<file path="src/rtl/zbt_bank_arbiter.sv">
// Arbitrates one ZBT bank between a display reader and two pixel writers, one access per cycle.
// Starved writers win first, then the reader, then the writers in round-robin order.
module zbt_bank_arbiter #(
    parameter int AW       = 19,
    parameter int DW       = 36,
    parameter int LAT      = 2,
    parameter int MAX_WAIT = 16
) (
    input  logic          clk,
    input  logic          reset,
    input  logic          rd_req,
    input  logic [AW-1:0] rd_addr,
    output logic          rd_ack,
    output logic          rd_valid,
    output logic [DW-1:0] rd_data,
    input  logic          wr0_req,
    input  logic [AW-1:0] wr0_addr,
    input  logic [DW-1:0] wr0_data,
    output logic          wr0_ack,
    input  logic          wr1_req,
    input  logic [AW-1:0] wr1_addr,
    input  logic [DW-1:0] wr1_data,
    output logic          wr1_ack,
    output logic [AW-1:0] zbt_addr,
    output logic          zbt_we,
    output logic [DW-1:0] zbt_wdata,
    input  logic [DW-1:0] zbt_rdata,
    output logic          starve_evt
);

    localparam int            CW       = $clog2(MAX_WAIT + 1);
    localparam logic [CW-1:0] WAIT_SAT = CW'(MAX_WAIT);

    typedef enum logic [1:0] {GNT_NONE, GNT_RD, GNT_WR0, GNT_WR1} gnt_e;

    gnt_e                   gnt;
    logic                   starved0, starved1, starve_hit, wr_gnt;
    logic [AW-1:0]          sel_addr;
    logic [DW-1:0]          sel_data;
    logic                   rr_q;
    logic [CW-1:0]          wait0_q, wait0_d, wait1_q, wait1_d;
    logic                   starve_q;
    logic [AW-1:0]          addr_q;
    logic                   we_q;
    logic [LAT-1:0]         wv_q;
    logic [LAT-1:0][DW-1:0] wd_q;
    logic [DW-1:0]          wdata_q;
    logic [LAT:0]           rv_q;
    logic                   rvalid_q;
    logic [DW-1:0]          rdata_q;

    always_comb begin
        starved0 = wr0_req && (wait0_q == WAIT_SAT);
        starved1 = wr1_req && (wait1_q == WAIT_SAT);
        gnt      = GNT_NONE;
        if (reset)                    gnt = GNT_NONE;
        else if (starved0 && starved1) gnt = rr_q ? GNT_WR1 : GNT_WR0;
        else if (starved0)             gnt = GNT_WR0;
        else if (starved1)             gnt = GNT_WR1;
        else if (rd_req)               gnt = GNT_RD;
        else if (wr0_req && wr1_req)   gnt = rr_q ? GNT_WR1 : GNT_WR0;
        else if (wr0_req)              gnt = GNT_WR0;
        else if (wr1_req)              gnt = GNT_WR1;
        // Any starved writer outranks the reader, so a starved grant with rd_req high is a preemption.
        starve_hit = !reset && rd_req && (starved0 || starved1);
        wr_gnt     = (gnt == GNT_WR0) || (gnt == GNT_WR1);
        sel_addr   = rd_addr;
        sel_data   = wr0_data;
        case (gnt)
            GNT_WR0: sel_addr = wr0_addr;
            GNT_WR1: begin
                sel_addr = wr1_addr;
                sel_data = wr1_data;
            end
            default: ;
        endcase
    end

    assign rd_ack  = (gnt == GNT_RD);
    assign wr0_ack = (gnt == GNT_WR0);
    assign wr1_ack = (gnt == GNT_WR1);

    always_comb begin
        wait0_d = '0;
        wait1_d = '0;
        if (wr0_req && !wr0_ack) wait0_d = (wait0_q == WAIT_SAT) ? wait0_q : wait0_q + CW'(1);
        if (wr1_req && !wr1_ack) wait1_d = (wait1_q == WAIT_SAT) ? wait1_q : wait1_q + CW'(1);
    end

    always_ff @(posedge clk or posedge reset) begin
        if (reset) begin
            rr_q     <= 1'b0;
            wait0_q  <= '0;
            wait1_q  <= '0;
            starve_q <= 1'b0;
            addr_q   <= '0;
            we_q     <= 1'b0;
            wv_q     <= '0;
            wd_q     <= '0;
            wdata_q  <= '0;
            rv_q     <= '0;
            rvalid_q <= 1'b0;
            rdata_q  <= '0;
        end else begin
            if (gnt == GNT_WR0)      rr_q <= 1'b1;
            else if (gnt == GNT_WR1) rr_q <= 1'b0;
            wait0_q  <= wait0_d;
            wait1_q  <= wait1_d;
            starve_q <= starve_q | starve_hit;
            we_q     <= wr_gnt;
            if (gnt != GNT_NONE) addr_q <= sel_addr;
            // Write data trails its address by LAT cycles; the output keeps the last word driven.
            wv_q[0] <= wr_gnt;
            wd_q[0] <= sel_data;
            for (int i = 1; i < LAT; i++) begin
                wv_q[i] <= wv_q[i-1];
                wd_q[i] <= wd_q[i-1];
            end
            if (wv_q[LAT-1]) wdata_q <= wd_q[LAT-1];
            rv_q[0] <= (gnt == GNT_RD);
            for (int i = 1; i <= LAT; i++) rv_q[i] <= rv_q[i-1];
            rvalid_q <= rv_q[LAT];
            if (rv_q[LAT]) rdata_q <= zbt_rdata;
        end
    end

    assign zbt_addr   = addr_q;
    assign zbt_we     = we_q;
    assign zbt_wdata  = wdata_q;
    assign rd_valid   = rvalid_q;
    assign rd_data    = rdata_q;
    assign starve_evt = starve_q;

endmodule

</file>
<file path="config.mk">
export PLATFORM = sky130hd
export DESIGN_NAME = zbt_bank_arbiter
export DESIGN_NICKNAME = d
export VERILOG_FILES = /design/src/rtl/zbt_bank_arbiter.sv
export SDC_FILE = /design/constraint.sdc
export NUM_CORES = 1
export LEC_CHECK = 0
export BUFFER_PORTS_ARGS = -buffer_cell sky130_fd_sc_hd__buf_4
export CORE_ASPECT_RATIO = 1.2
export CORE_MARGIN = 4
export CORE_UTILIZATION = 40
export CTS_BUF_LIST = sky130_fd_sc_hd__clkbuf_8
export DETAILED_ROUTE_END_ITERATION = 7
export PLACE_DENSITY = 0.76
export SLEW_MARGIN = 40
export SYNTH_ARGS = -nofsm -noshare
export SYNTH_HDL_FRONTEND = slang
export SYNTH_SLANG_ARGS = --single-unit
</file>
<file path="constraint.sdc">
create_clock -name clk -period 6.5 [get_ports clk]
set_clock_uncertainty 0.15 [all_clocks]
set_input_delay 0 -clock clk [delete_from_list [all_inputs] [get_ports clk]]
set_output_delay 0 -clock clk [all_outputs]
set_load 0.1 [all_outputs]
</file>
# After elaboration in Yosys (flattened, before gate mapping)
# Cells that the tools add are included.
# classes
n_mul	0
shifts	0
div_mod_pow	0
bitwise_logic	1
muxes	17
magnitude_cmp	0
eq_ne	7
n_addsub	2
n_reduce_logical	15
# ops
operator	count
$pmux W19 S2	1
$mux W36	1
$mux W5	4
$mux W2	8
$add A5 B1 Y5 const B	2
$eq A5 B5 Y1 const B	2
$logic_and A1 B1 Y1	8
$eq A2 B2 Y1 const B	2
$ne A2 B2 Y1 const B	2
$reduce_bool A2 Y1	2
$logic_not A1 Y1	3
$mux W1	3
$eq A2 B1 Y1 const B	1
$logic_or A1 B1 Y1	2
$or A1 B1 Y1	1
# word_totals
inputBits	170
output_inout_bits	97
ram_bits	0
latch_bits	0
rom_bits	0
n_memories	0
register_bits	182
elab_cells	55

# Logic depth before layout (Yosys ltp)
# Gate-level depths: netlist of the first run.
# logic_depth
ltp_word	12
mapped_depth	10
mapped_depth_nobuf	7

# Worst setup path before layout of the first run
# No wires, ideal clock.
# synth_timing
path_kind	in2reg
startpoint	input reset
endpoint	register rv_q[0]
cell_stages	4
slack_ns	0.595
arrival_time_ns	5.490
n_path_buf	1
path_cell_list	clkbuf_1 -> inv_1 -> nand2_1 -> nor2_1
# synth_via
elab_chain_len	2
# synth_lines
element	line	rtl
start: declaration	10	input logic reset,
$mux W2	56	if (reset) gnt = GNT_NONE;
$eq A2 B1 Y1	n/a	
via rd_ack	13	output logic rd_ack,
end signal: assignment	120	rv_q[0] <= (gnt == GNT_RD);
end: declaration	48	logic [LAT:0] rv_q;
# The timed path passes the listed nets, and every way through them passes these cells.
# A chain may end at the register's enable or synchronous reset.

# Worst setup path in the final report of the first run
# layout_timing
startpoint	register wait0_q[0]
endpoint	register wd_q[8] in the netlist's numbering
# layout_via
elab_chain_len	7
word_cells_on_any_way	8
# layout_lines
element	line	rtl
start: declaration	41	logic [CW-1:0] wait0_q, wait0_d, wait1_q, wait1_d;
start signal: assignment	107	wait0_q <= wait0_d;
$eq A5 B5 Y1 (*)	53	starved0 = wr0_req && (wait0_q == WAIT_SAT);
$logic_and A1 B1 Y1 (*)	53	
$mux W2 / $logic_and A1 B1 Y1 (equally long branches)	58, 57	
$mux W2 (*)	57	else if (starved0 && starved1) gnt = rr_q ? GNT_WR1 : GNT_WR0;
$mux W2 (*)	56	
$eq A2 B2 Y1 (*)	69	case (gnt)
$mux W36 (*)	69	
via sel_data[8]	39	logic [DW-1:0] sel_data;
end signal: indexed assignment	117	wd_q[i] <= wd_q[i-1];
end: declaration	46	logic [LAT-1:0][DW-1:0] wd_q;
# Mark *: on every way through the listed nets, which the timed path passes. The rest lies on a longest branch.

==> metrics, run 1 <==
status finished clean; Worst IR Drop VDD 0.194 mV; Post-Place Cell Area 8960 sq um; initial core utilization 0.413; Port-buffer cells 266; clk_lat worst skew 0.45 ns; final core occ 0.661; CP Launch Type flip-flop; clock buffer depth 2; CTS tree done; RSZ-0062 raised after global routing no; die width 127 um; slowest stage delay, CP 0.59 ns; Hold Path End wd_q[2]; number of cells after detailed placement 916; M3 GR Usage 0.0698; global route hottest layer met2; setup tns final 0 ns; clock-pin slew on the worst setup and hold paths 0.11 ns; antenna violations before repair 0; via count 5429; setup ws final 2.96 ns; family with the most delay on the worst path buffers and inverters; final worst path period need 3.54 ns; register area share after synthesis 0.667; top cells by area, synth dfrtp_1 (67%), mux2_2 (16%), o32ai_1 (2.4%); fmax 283 MHz; Data required, critical path 6.68 ns; Clock Sink Count 181; final cell count without fillers 1101; total grt overflow 0; Worst Max-Slew Pin Slew 0.831 ns; Post-Syn Nets 633; Final setup viols 0; DP HPWL 12500 um; commonest cells in the netlist dfrtp_1 (181), mux2_2 (99), nand2_1 (27), o21ai_0 (23), a21oi_1 (22); DR iter-0 viols 252; Max Cap Viol 0; post-synthesis cell area 6800 sq um; Die Area 19100 sq um; Hold Path Stages 3; Arrival @ worst endpoint 3.72 ns; htree depth 4; Antenna Nets Post-Route 0; vias in the first global route 6168; leading cell type by number of instances after synthesis dfrtp_1; Final Slew Violations 0; crit path cell chain inv_1 > ha_1 > and4bb_1 > a2111oi_4 > o21a_2 > buf_4 > mux2_2 > dlygate4sd3_1; met1 usage in global routing 0.239; Synth area leader dfrtp_1; r2r startpoint wait0_q[0]; Power Density 314 nW/um^2; dpl ws 3.57 ns; io pins 267; largest net degree at the start of global routing 99; ys async rst share 1.00; Crit Path Max Fanout 50; Hold Crit Class input port to flip-flop; final instance area 10900 sq um; ys flop type dfrtp_1; Post-CTS Repair Setup Buffers 0; Synth cell types 33; synth warn 0; drt first pass iters 4; Final GP Congestion 0.924; ratio of cells with drive above 1 in the final layout 0.473; Yosys top cell area share 0.667; number of synthesized flops with an enable pin 0; Final Net Count 1049; Detailed Route WL 19800 um; WP buf/inv 3; Mapped Avg Cell Area 14.8 sq um; drt via density 4.93; setup slack, reg-to-reg 2.96 ns; Total GRT Usage 0.210; R2R Path End wd_q[8]; post-synthesis cell count 459; area delta synth->final 60.2%; relative slew slack 0.445; post_cts resized 0; Reg2Reg Depth 8; CTS root buffer clkbuf_8; #FFs+latches synth 181; Die H 151 um; Worst Min Path Start wr0_data[2]; global-route wire length before repair 31600 um; Static Leak 0.00501 uW; Hold Fails Final Rpt 0; CP Class flip-flop to flip-flop; period utilization 0.544; Worst Setup End Kind flip-flop; Post-route DRC 0; CP max stage cell buf_4; Core Rows 51; total CTS buffers 17; drt wl/cell 18.0 um; core footprint 16500 sq um; GR met2 Demand/Resource 0.361
==> repair_timing <==
item | CTS | global route
hold buffers | 152 | 0
setup endpoints to repair | 0 | 0
endpoints found under the hold margin | 198 | 0
==> final cells by class <==
class,instances,area (sq um)
tap,212,265
clock buffer,17,234
sequential,181,4530
clock inverter,15,164
fill,1107,5570
multi-input combinational,244,2090
inverter,9,41.3
timing repair buffer,422,3550
antenna,1,2.50
==> cells in the final DEF (no fill, tap or decap), types with 5 or more instances in the layout <==
cell,n
a21oi_1,21
buf_4,269
clkbuf_8,18
dfrtp_1,180
dlygate4sd3_1,152
inv_1,8
mux2_2,99
mux2_4,10
nand2_1,27
nand3_1,5
nor2_1,12
o21ai_0,23
o32ai_1,19
==> state kept, by name (all words and copies together) (netlist names) <==
register / count
rd_data: 36
rd_valid: 1
rr_q: 1
rv_q: 3
starve_evt: 1
wait0_q: 5
wait1_q: 5
wd_q: 72
wv_q: 2
zbt_addr: 19
zbt_wdata: 36
==> power breakdown <==
part | switching, uW | leakage (uW) | internal, uW
Sequential | 82.5 | 0.00214 | 1260
Clock | 441 | 0.000198 | 291
Combinational | 958 | 0.00267 | 381
Total | 1480 | 0.00501 | 1930
==> cells by family (layout without fill, tap and decap cells) <==
logic type	Yosys count	after routing	synth area share
adders and majority gates	4	4	0.00737
buffers and inverters	34	463	0.0261
DFF	181	181	0.667
and+or+nand+nor	54	54	0.0363
xor gates and xnor gates	5	5	0.00644
muxes	110	110	0.188
other	0	1	0
AOI/OAI and AO/OA	71	71	0.0696
==> per-stage QoR <==
step / total power [uW] / hold slack [ns]
6_report: 3420 / 0.152
5_1_grt: 3550 / 0.119
4_1_cts: 3430 / 0.115
3_5_place_dp: 2600 / 0.0610
3_3_place_gp: 2580 / 0.0501
2_1_floorplan: 2270 / -0.0332
==> how the worst max path moves through the flow <==
stage	start	to	cells after the start
floorplan	reset	rv_q[0]	4
global placement	wait0_q[0]	wd_q[13]	7
detailed placement	wait0_q[0]	wd_q[10]	7
CTS	wait0_q[0]	wd_q[9]	8
global route	wait0_q[1]	wd_q[8]	8
finish	wait0_q[0]	wd_q[8]	8
==> metal layers <==
metal  vias to the layer above  wire length (um)
met4                         0               683
met5                         -                 0
met3                        36              1810
li1                       2460                 -
met2                       286              9920
met1                      2647              7370
==> worst register-to-register path: stages, from the launching register on <==
cell,delay [ns]
dfrtp_1,0.41
inv_1,0.09
ha_1,0.19
and4bb_1,0.31
a2111oi_4,0.38
o21a_2,0.28
buf_4,0.59
mux2_2,0.47
dlygate4sd3_1,0.56
Power figures use the tool's default switching activity.
==> inputs of run 2 (changes only) <==
- PLACE_DENSITY: 0.76 -> 0.78
- clock period: 6.5 -> 3.2 ns (I/O delays scaled with it)
==> metrics, run 2 (same netlist as run 1, synthesis figures left out) <==
Clock Sink Count 181 (unchanged); via count 5539 (was 5429); largest net degree at the start of global routing 82 (was 99); drt wl/cell 17.9 um (was 18.0 um); ratio of cells with drive above 1 in the final layout 0.472 (was 0.473); most common cell after layout, fill and taps aside buf_4 (unchanged); Die H 151 um (unchanged); core footprint 16500 sq um (unchanged); Arrival @ worst endpoint 3.30 ns (was 3.72 ns); Worst Max-Slew Pin Slew 0.737 ns (was 0.831 ns); die width 127 um (unchanged); drt via density 4.99 (was 4.93); drt first pass iters 5 (was 4); setup tns final 0 ns (unchanged); Final GP Congestion 0.809 (was 0.924); final cell count without fillers 1109 (was 1101); Worst Setup End Kind flip-flop (unchanged); Post-route DRC 0 (unchanged); period utilization 0.957 (was 0.544); setup ws final 0.139 ns (was 2.96 ns); total grt overflow 0 (unchanged); Crit Path Max Fanout 8 (was 50); Final setup viols 0 (unchanged); clk_lat worst skew 0.44 ns (was 0.45 ns); io pins 267 (unchanged); Final Net Count 1059 (was 1049); largest register by flop count wd_q (unchanged); Max Cap Viol 0 (unchanged); dpl ws 0.619 ns (was 3.57 ns); commonest non-fill, non-tap cells in the layout buf_4 (271), dfrtp_1 (181), dlygate4sd3_1 (157), mux2_2 (99), nand2_1 (27) (was buf_4 (269), dfrtp_1 (180), dlygate4sd3_1 (152), mux2_2 (99), nand2_1 (27)); relative slew slack 0.509 (was 0.445); DP HPWL 12000 um (was 12500 um); Hold Crit Class input port to flip-flop (unchanged); DR iter-0 viols 242 (was 252); Antenna Nets Post-Route 0 (unchanged); Core Rows 51 (unchanged); clock-pin slew on the worst setup and hold paths 0.10 ns (was 0.11 ns); fmax 327 MHz (was 283 MHz); CTS tree done (unchanged); Port-buffer cells 266 (unchanged); CTS root buffer clkbuf_8 (unchanged); total CTS buffers 17 (unchanged); Worst IR Drop VDD 0.332 mV (was 0.194 mV); status finished clean (unchanged); Die Area 19100 sq um (unchanged); Total GRT Usage 0.205 (was 0.210); max FFs per register 72 (unchanged); Power Density 634 nW/um^2 (was 314 nW/um^2); Final Slew Violations 0 (unchanged); RSZ-0062 raised after global routing no (unchanged); final worst path period need 3.06 ns (was 3.54 ns); htree depth 4 (unchanged); initial core utilization 0.413 (unchanged); Static Leak 0.00504 uW (was 0.00501 uW); Detailed Route WL 19800 um (about the same); number of cells after detailed placement 920 (was 916); CP Class flip-flop to flip-flop (unchanged); global-route wire length before repair 30800 um (was 31600 um); Hold Fails Final Rpt 0 (unchanged); area delta synth->final 61.8% (was 60.2%); clock buffer depth 2 (unchanged); antenna violations before repair 0 (unchanged); Data required, critical path 3.43 ns (was 6.68 ns); vias in the first global route 6091 (was 6168); CP Launch Type flip-flop (unchanged); Post-CTS Repair Setup Buffers 0 (unchanged)
run 2: metrics by stage:
step	power [uW]	util	area, sq um	hold slack [ns]
after floorplan	4610	-	6810	-0.0332
after global placement	5210	0.546	9000	0.0531
after detailed placement	5270	0.547	9000	0.0645
after CTS	6980	0.665	11000	0.122
after global routing	7230	0.668	11000	0.131
final	6970	0.668	11000	0.172
run 2: metal layers:
metal / vias to the layer above / track usage / share of wire
li1: 2472 / - / -
met2: 260 / 0.378 / 0.54
met5: - / 0 / 0
met3: 48 / 0.0522 / 0.067
met1: 2759 / 0.220 / 0.35
met4: 0 / 0.0923 / 0.036
run 2: critical path, stage by stage, from the launching register on:
cell           delay (ns)
dfrtp_1              0.39
inv_1                0.08
ha_1                 0.20
and4bb_2             0.31
a2111oi_4            0.38
o21a_4               0.25
nand2_1              0.07
dlygate4sd3_1        0.55
o21ai_0              0.06
dlygate4sd3_1        0.58
run 2: layout make-up:
cell class	count	area (sq um)
Clock inverter	12	135
Tap cell	212	265
Clock buffer	18	248
Antenna cell	1	2.50
Fill cell	1123	5470
Multi-Input combinational cell	244	2100
Sequential cell	181	4530
Inverter	9	37.5
Timing Repair Buffer	432	3670
run 2: timing repair:
item	CTS	global route
gates resized for setup	0	2
hold buffers	157	0
endpoints found under the setup margin	0	25
endpoints found under the hold margin	221	0
run 2: power by group:
group	internal (uW)	leakage [uW]	total [uW]	switching, uW
sequential	2570	0.00214	2720	156
clock	663	0.000195	1510	848
combinational	784	0.00270	2730	1950
run 2: final timing paths:
check	start	depth (start not counted)	slack [ns]	endpoint
max in group asynchronous	reset	5	1.68	wd_q[33]
worst max register to register	wait0_q[0]	9	0.14	zbt_addr[17]
worst min register to register	wd_q[16]	0	0.20	wd_q[52]
worst max-delay path	wait0_q[0]	9	0.14	zbt_addr[17]
worst min-delay path	wr1_data[31]	3	0.17	wd_q[31]
min in group asynchronous	reset	4	0.29	zbt_addr[15]
==> inputs of run 3 (changes only) <==
- CAP_MARGIN: unset -> 5
- CORE_MARGIN: 4 -> 10
- PLACE_DENSITY: 0.78 -> 0.7
==> metrics, run 3 (same netlist as run 1, synthesis figures left out) <==
die width 139 um (was 127 um); clock buffer depth 2 (unchanged); CP Class flip-flop to flip-flop (unchanged); DP HPWL 14300 um (was 12000 um); Clock Sink Count 181 (unchanged); Data required, critical path 3.39 ns (was 3.43 ns); number of cells after detailed placement 921 (was 920); clock-pin slew on the worst setup and hold paths 0.10 ns (about the same); Switch Pwr 2980 uW (was 2950 uW); via count 5490 (was 5539); Ant. Diodes 0 (was 1); Final GP Congestion 0.919 (was 0.809); clock share of power 0.235 (was 0.217); Worst Max-Slew Pin Slew 0.619 ns (was 0.737 ns); drt wl/cell 19.2 um (was 17.9 um); period utilization 0.948 (was 0.957); area delta synth->final 62.2% (was 61.8%); setup slack, reg-to-reg 0.17 ns (was 0.14 ns); CTS root buffer clkbuf_8 (unchanged); Final setup viols 0 (unchanged); CP Launch Type flip-flop (unchanged); Static Leak 0.00507 uW (was 0.00504 uW); Worst IR Drop VDD 0.372 mV (was 0.332 mV); clk_lat worst skew 0.46 ns (was 0.44 ns); cell internal pwr 4170 uW (was 4010 uW); Crit Path Max Fanout 26 (was 8); io pins 267 (unchanged); R2R Path End wd_q[11] (was zbt_addr[17]); Power Density 649 nW/um^2 (was 634 nW/um^2); setup ws final 0.167 ns (was 0.139 ns); Post-route DRC 0 (unchanged); total power 7150 uW (was 6970 uW); Arrival @ worst endpoint 3.22 ns (was 3.30 ns); CTS tree done (unchanged); Seq pwr share 0.382 (was 0.391); Die H 163 um (was 151 um); commonest non-fill, non-tap cells in the layout buf_4 (270), dfrtp_1 (180), dlygate4sd3_1 (152), mux2_2 (99), nand2_1 (27) (was buf_4 (271), dfrtp_1 (181), dlygate4sd3_1 (157), mux2_2 (99), nand2_1 (27)); total grt overflow 0 (unchanged); Port-buffer cells 266 (unchanged); global-route wire length before repair 33300 um (was 30800 um); drt via density 4.95 (was 4.99); Max Cap Viol 0 (unchanged); Hold Crit Class input port to flip-flop (unchanged); Die Area 22600 sq um (was 19100 sq um); Antenna Nets Post-Route 0 (unchanged); largest register by flop count wd_q (unchanged); largest net degree at the start of global routing 160 (was 82); max FFs per register 72 (unchanged); final cell count without fillers 1108 (was 1109); status finished clean (unchanged); Reg2Reg Depth 8 (was 9); Final Slew Violations 0 (unchanged); Final Net Count 1053 (was 1059); drt first pass iters 4 (was 5); Setup crit end wd_q[11] (was zbt_addr[17]); Core Rows 52 (was 51); Sw Ratio 0.417 (was 0.424); RSZ-0062 raised after global routing no (unchanged); dpl ws 0.602 ns (was 0.619 ns); Worst Setup End Kind flip-flop (unchanged); final worst path period need 3.03 ns (was 3.06 ns); r2r startpoint wait0_q[0] (unchanged); Total GRT Usage 0.186 (was 0.205); Hold Fails Final Rpt 0 (unchanged); most common cell after layout, fill and taps aside buf_4 (unchanged); core footprint 16800 sq um (was 16500 sq um); DR iter-0 viols 303 (was 242); relative slew slack 0.587 (was 0.509); vias in the first global route 6168 (was 6091); Detailed Route WL 21300 um (was 19800 um); fmax 330 MHz (was 327 MHz); Gate power share 0.382 (was 0.392); total CTS buffers 17 (unchanged); ratio of cells with drive above 1 in the final layout 0.475 (was 0.472); antenna violations before repair 0 (unchanged); htree depth 4 (unchanged); Worst Setup SP wait0_q[0] (unchanged); initial core utilization 0.405 (was 0.413)
==> run 3: cell count changes in the layout (fill, tap and decap cells not counted), sizes merged <==
cell	before	now
dlygate4sd3	157	152
diode	1	0
clkinvlp	2	1
bufinv	1	3
clkinv	1	2
buf	274	273
==> run 3: per-stage QoR <==
stage          cell area, sq um  setup TNS (ns)   util  hold WS (ns)
6_report                  11000               0  0.657         0.144
5_1_grt                   11000               0  0.657         0.109
4_1_cts                   11000               0  0.653         0.104
3_5_place_dp               8990               0  0.536        0.0643
3_3_place_gp               8990               0  0.536        0.0567
2_1_floorplan              6810          -51.96      -       -0.0332
==> run 3: power by group through the flow <==
stage	logic, uW	clock network, uW	registers, uW
2_1_floorplan	376	0	4230
3_3_place_gp	2500	0	2760
3_5_place_dp	2530	0	2780
4_1_cts	2720	1740	2730
5_1_grt	2830	1840	2770
6_report	2730	1680	2730
==> run 3: how the worst min path moves through the flow <==
stage                       startpoint            to  slack (ns)  depth (start not counted)
after global routing       wr1_data[4]       wd_q[4]        0.11                          3
after global placement     wr1_addr[2]   zbt_addr[2]        0.06                          3
after floorplan            wr1_addr[0]   zbt_addr[0]       -0.03                          2
after detailed placement  wr1_addr[12]  zbt_addr[12]        0.06                          3
final                      wr1_data[4]       wd_q[4]        0.14                          3
after CTS                  wr0_data[0]       wd_q[0]        0.10                          3
==> run 3: final cells by class <==
type                       instances  area [sq um]
clock buffer                      18           248
clock inverter                    14           193
fill                            1156          5760
inverter                           9          37.5
multi-input combinational        244          2100
sequential                       181          4530
tap                              216           270
timing repair buffer             426          3640
==> run 3: timing repair <==
item,in CTS,in global routing
hold endpoints to repair,127,0
setup endpoints to repair,0,33
setup buffers,0,1
gates resized for setup,0,2
hold buffers,152,0
==> run 3: metal layers <==
layer,wire (um),GRT usage,vias up
met5,0,0,-
met4,851,0.0959,0
met3,1990,0.0758,46
met2,10100,0.298,312
met1,8330,0.209,2668
li1,-,-,2464
==> run 3: worst max-delay path, cell delays in order (launching register included) <==
cell and delay, ns:
dfrtp_1 0.37, inv_1 0.08, ha_1 0.20, and4bb_1 0.32
a2111oi_4 0.41, o21a_4 0.22, buf_12 0.20, mux2_2 0.36
dlygate4sd3_1 0.57
